[src/rtl/axis_packet_arbiter.sv]
// Packet-granular round-robin arbiter: NUM_INPUTS AXI4-Stream requesters share one output.
// Latency: 1 cycle arbitration in IDLE, then a beat accepted at an edge is on out_* one cycle later.
// Backpressure: in_ready of the granted input is ~out_valid | out_ready; all others held at 0.
//
// Ports:
//   aclk, areset          - clock, synchronous active-high reset
//   in_data/last/valid    - packed requester beats (requester k at [k*DATA_WIDTH +: DATA_WIDTH])
//   in_ready              - per-requester accept, at most one bit high
//   out_data/last/id      - registered beat, end-of-packet flag and source index
//   out_valid, out_ready  - output handshake
module axis_packet_arbiter #(
  parameter int NUM_INPUTS = 4,
  parameter int DATA_WIDTH = 32,
  parameter int ID_WIDTH   = 2
) (
  input  logic                             aclk,
  input  logic                             areset,
  input  logic [NUM_INPUTS*DATA_WIDTH-1:0] in_data,
  input  logic [NUM_INPUTS-1:0]            in_last,
  input  logic [NUM_INPUTS-1:0]            in_valid,
  output logic [NUM_INPUTS-1:0]            in_ready,
  output logic [DATA_WIDTH-1:0]            out_data,
  output logic                             out_last,
  output logic [ID_WIDTH-1:0]              out_id,
  output logic                             out_valid,
  input  logic                             out_ready
);

  typedef enum logic {IDLE, BUSY} state_t;

  localparam logic [ID_WIDTH:0]   N_W      = (ID_WIDTH+1)'(NUM_INPUTS);
  localparam logic [ID_WIDTH-1:0] PTR_INIT = ID_WIDTH'(NUM_INPUTS - 1);

  state_t                state_q, state_d;
  logic [ID_WIDTH-1:0]   ptr_q, ptr_d;
  logic [ID_WIDTH-1:0]   gnt_q, gnt_d;
  logic                  out_valid_q, out_valid_d;
  logic                  out_last_q, out_last_d;
  logic [ID_WIDTH-1:0]   out_id_q, out_id_d;
  logic [DATA_WIDTH-1:0] out_data_q, out_data_d;

  logic                  found;
  logic [ID_WIDTH-1:0]   pick;
  logic [ID_WIDTH:0]     scan_sum;
  logic                  sel_valid, sel_last;
  logic [DATA_WIDTH-1:0] sel_data;
  logic                  slot_rdy, xfer;

  // Round-robin scan starting one past the last grant; the pointer itself is
  // checked last, so a lone requester can win back-to-back.
  always_comb begin
    found    = 1'b0;
    pick     = ptr_q;
    scan_sum = '0;
    for (int i = 1; i <= NUM_INPUTS; i++) begin
      scan_sum = {1'b0, ptr_q} + (ID_WIDTH+1)'(i);
      if (scan_sum >= N_W) scan_sum = scan_sum - N_W;
      if (!found && in_valid[scan_sum[ID_WIDTH-1:0]]) begin
        found = 1'b1;
        pick  = scan_sum[ID_WIDTH-1:0];
      end
    end
  end

  // Mux of the granted requester's beat.
  always_comb begin
    sel_valid = 1'b0;
    sel_last  = 1'b0;
    sel_data  = '0;
    for (int k = 0; k < NUM_INPUTS; k++) begin
      if (gnt_q == ID_WIDTH'(k)) begin
        sel_valid = in_valid[k];
        sel_last  = in_last[k];
        sel_data  = in_data[k*DATA_WIDTH +: DATA_WIDTH];
      end
    end
  end

  // The output register can take a beat when empty or draining this cycle.
  assign slot_rdy = ~out_valid_q | out_ready;
  assign xfer     = (state_q == BUSY) & sel_valid & slot_rdy;

  always_comb begin
    state_d     = state_q;
    ptr_d       = ptr_q;
    gnt_d       = gnt_q;
    out_valid_d = out_valid_q;
    out_last_d  = out_last_q;
    out_id_d    = out_id_q;
    out_data_d  = out_data_q;
    in_ready    = '0;

    if (out_valid_q && out_ready) out_valid_d = 1'b0;

    unique case (state_q)
      IDLE: begin
        if (found) begin
          state_d = BUSY;
          gnt_d   = pick;
          ptr_d   = pick;
        end
      end
      BUSY: begin
        // Gated by reset so no requester sees a grant while the FSM is being cleared.
        if (!areset) begin
          for (int k = 0; k < NUM_INPUTS; k++) begin
            if (gnt_q == ID_WIDTH'(k)) in_ready[k] = slot_rdy;
          end
        end
        if (xfer) begin
          out_valid_d = 1'b1;
          out_last_d  = sel_last;
          out_id_d    = gnt_q;
          out_data_d  = sel_data;
          if (sel_last) state_d = IDLE;
        end
      end
      default: state_d = IDLE;
    endcase
  end

  always_ff @(posedge aclk) begin
    if (areset) begin
      state_q     <= IDLE;
      ptr_q       <= PTR_INIT;
      gnt_q       <= '0;
      out_valid_q <= 1'b0;
      out_last_q  <= 1'b0;
      out_id_q    <= '0;
    end else begin
      state_q     <= state_d;
      ptr_q       <= ptr_d;
      gnt_q       <= gnt_d;
      out_valid_q <= out_valid_d;
      out_last_q  <= out_last_d;
      out_id_q    <= out_id_d;
    end
  end

  // Payload is don't-care while out_valid is low, so it carries no reset.
  always_ff @(posedge aclk) begin
    out_data_q <= out_data_d;
  end

  assign out_data  = out_data_q;
  assign out_last  = out_last_q;
  assign out_id    = out_id_q;
  assign out_valid = out_valid_q;

endmodule

[config.mk]
export PLATFORM = sky130hd
export DESIGN_NAME = axis_packet_arbiter
export DESIGN_NICKNAME = d
export VERILOG_FILES = /design/src/rtl/axis_packet_arbiter.sv
export SDC_FILE = /design/constraint.sdc
export NUM_CORES = 1
export LEC_CHECK = 0
export ABC_AREA = 1
export CAP_MARGIN = 20
export CORE_ASPECT_RATIO = 0.6
export CORE_MARGIN = 2
export CORE_UTILIZATION = 38
export CTS_BUF_LIST = sky130_fd_sc_hd__clkbuf_4
export DETAILED_ROUTE_END_ITERATION = 12
export PLACE_DENSITY = 0.89
export SLEW_MARGIN = 30
export SYNTH_ARGS = -nofsm -noshare
export SYNTH_HDL_FRONTEND = slang
export SYNTH_SLANG_ARGS = --single-unit
[constraint.sdc]
create_clock -name aclk -period 4 [get_ports aclk]
set_input_delay 1.2 -clock aclk [delete_from_list [all_inputs] [get_ports aclk]]
set_output_delay 1.2 -clock aclk [all_outputs]
set_load 0.01 [all_outputs]
==> impl_metrics.tcl <==
set metrics [dict create \
    gr-total-overflow 0 \
    arrival_ns 2.66 \
    ys_ff_latch 41 \
    grt_antenna_before_repair 0 \
    die_area_um2 6960 \
    yosys_warnings 0 \
    placed_cells 569 \
    first_pass_iters 4 \
    top_layer "met4" \
    period_needed_ns 3.86 \
    drt-wirelength-per-cell_um 15.5 \
    first_global_vias 2765 \
    end_kind "primary output" \
    synth_top_cell_by_area "edfxtp_1" \
    viasPerCell 4.95 \
    core_region_area_um2 6080 \
    outcome "completed" \
    startpoint "out_ready" \
    criticalPathCategory "in -> out" \
    wl_met1_um 3610 \
    crit_slowest_cell "clkdlybuf4s50_1" \
    setup_viol 0 \
    io_pins 179 \
    drc 0 \
    cts_htree_levels 2 \
    fmax_mhz 259 \
    cpPeakStageDelay_ns 0.58 \
    dieHeight_um 65.4 \
    grt_pass1_wl_um 13400 \
    synth.top_cells.by_area "edfxtp_1, nand2_1, nand4_1" \
    hold_ws_ns 0.490 \
    die_x_um 106 \
    initial_utilization_pct 39.3 \
    cts_root_buffer "clkbuf_4" \
    powerDensity_nw_per_um2 494 \
    ys_seq_area_share_pct 47.7 \
    finalMaxSlewViolations 0 \
    worst_skew_pair.late_latency_ns 0.34 \
    netlist_area_um2 2390 \
    antennaDiodeCount 0 \
    grt_start_max_net_pins 36 \
    dr_wl_met2_um 4330 \
    syn_to_final_growth_pct 79.4 \
    worst-path-max-fanout 4 \
    cts.sinks 41 \
    rsz0062_at_grt "false" \
    ant_nets 0 \
    p_leak_nw 1.67 \
    place_area_um2 4210 \
    ctsHoldBuffers 0 \
    cp-start-kind "primary input" \
    r2r-start "gnt_q[0]" \
    hold_viol 0 \
    route.met3.wl_um 880 \
    cts_inserted_buffers 5 \
    regToRegSetupSlack_ns 1.46 \
    synth_top_area_share_pct 40.2 \
    cts_resized 0 \
    slew_headroom_pct 42.8 \
    gp_congestion 0.872 \
    skew_ns 0.00674 \
    ir_drop_mv 0.372 \
    num_vias 2858 \
    cts_setup_buffers 0 \
    dp_slack_ns 0.128 \
    cts_buffer_depth 2 \
    layout-drive-gt1-share_pct 6.09 \
    final_nets 631 \
    hold_class "reg -> reg" \
    path_clk_slew_ns 0.12 \
    crit_chain "clkdlybuf4s50_1, nor2_1, inv_1, nand2_1, nor3_1, clkdlybuf4s50_1" \
    cp.required_ns 2.80 \
    maxCapViolCount 0 \
    wl_um 8930 \
    min_from "out_id[0]" \
    cts_tree "yes" \
    syn_area_per_cell_um2 7.45 \
    syn_nets 460 \
    dp_hpwl_um 6700 \
    io_buffers 178 \
    netlist_instances 321 \
    grt_usage_pct 24.8 \
    drtIter0Drc 203 \
    synth_cell_types 25 \
    path_common_cell "clkdlybuf4s50_1" \
    final_area_um2 4290 \
    fin_crit_sh_pct 96.4 \
    finalNonFillerCells 577 \
    worstMarginPinSlew_ns 0.856 \
    worst_slack_ns 0.144 \
    rows 22 \
    tns_ns 0 \
]
[power by group]
group | switching [W] | internal, W
Sequential | 0.0000834 | 0.000673
Combinational | 0.000590 | 0.000501
Clock | 0.000136 | 0.000137
Total | 0.000809 | 0.00131
[cell usage after synthesis]
| cell type | n |
|---|---|
| nand2_1 | 176 |
| nand4_1 | 33 |
| edfxtp_1 | 32 |
| inv_1 | 11 |
| dfxtp_1 | 9 |
| clkbuf_1 | 8 |
| nor2_1 | 8 |
| nand3_1 | 6 |
| inv_2 | 5 |
| a21oi_1 | 4 |
| buf_2 | 4 |
| nand2_2 | 4 |
| a21oi_2 | 3 |
| buf_6 | 3 |
| buf_1 | 2 |
| nor2_4 | 2 |
| nor3_1 | 2 |
| o211ai_1 | 2 |
| inv_4 | 1 |
| nand2_4 | 1 |
| nand3_2 | 1 |
| nor2_2 | 1 |
| o21ai_0 | 1 |
| o21ai_1 | 1 |
| o21ai_2 | 1 |
[worst max-delay path, delay by kind of cell]
family	cells	cell delay, ns
buf+inv	3	1.13
simple gates	3	0.32
[metrics by stage]
step	power [W]	util [%]
after detailed placement	0.00186	69.2
after global routing	0.00226	70.5
final	0.00212	70.5
after global placement	0.00182	69.2
after CTS	0.00213	70.5
after floorplan	0.00134	-
[layout by cell type, fill, tap and decap left out, drive strengths merged]
master,instances
o21ai,3
nand4,33
clkbuf,6
nand2,181
nor2,11
inv,17
o211ai,2
buf,3
edfxtp,32
bufinv,1
nand3,7
nor3,2
clkdlybuf4s50,178
clkinv,1
dfxtp,9
a21oi,7
[metal layers]
metal  global-route usage (%)  vias to the layer above
met5                        0                        -
met4                     7.73                        0
met3                     7.64                       12
met2                     44.3                      122
met1                     28.9                     1326
li1                         -                     1398
[flip-flops by register name, indices dropped and copies added (netlist names)]
name       count
ptr_q          2
out_id         2
gnt_q          2
out_last       1
out_valid      1
state_q        1
out_data      32
[final timing paths]
| path | endpoint | cells past startpoint |
|---|---|---|
| hold reg to reg | out_id[0] | 2 |
| setup reg to reg | out_data[31] | 6 |
| setup / recovery | in_ready[1] | 6 |
| hold / removal | out_id[0] | 2 |
[cells by family after synthesis]
logic type / synth area share (%)
DFF: 47.7
buffers and inverters: 6.59
AOI/OAI and AO/OA: 3.35
and+or+nand+nor: 42.3
[area by class of cell]
| type | instances | area (um2) |
|---|---|---|
| inverters | 17 | 66.3 |
| repair buffers | 181 | 1800 |
| clock inverters | 2 | 33.8 |
| flip-flops and latches | 41 | 1140 |
| fillers | 484 | 1790 |
| multi-input cells | 246 | 1090 |
| well taps | 84 | 105 |
| clock buffers | 6 | 45.0 |
Note: power is estimated with default switching activity, not from simulation.
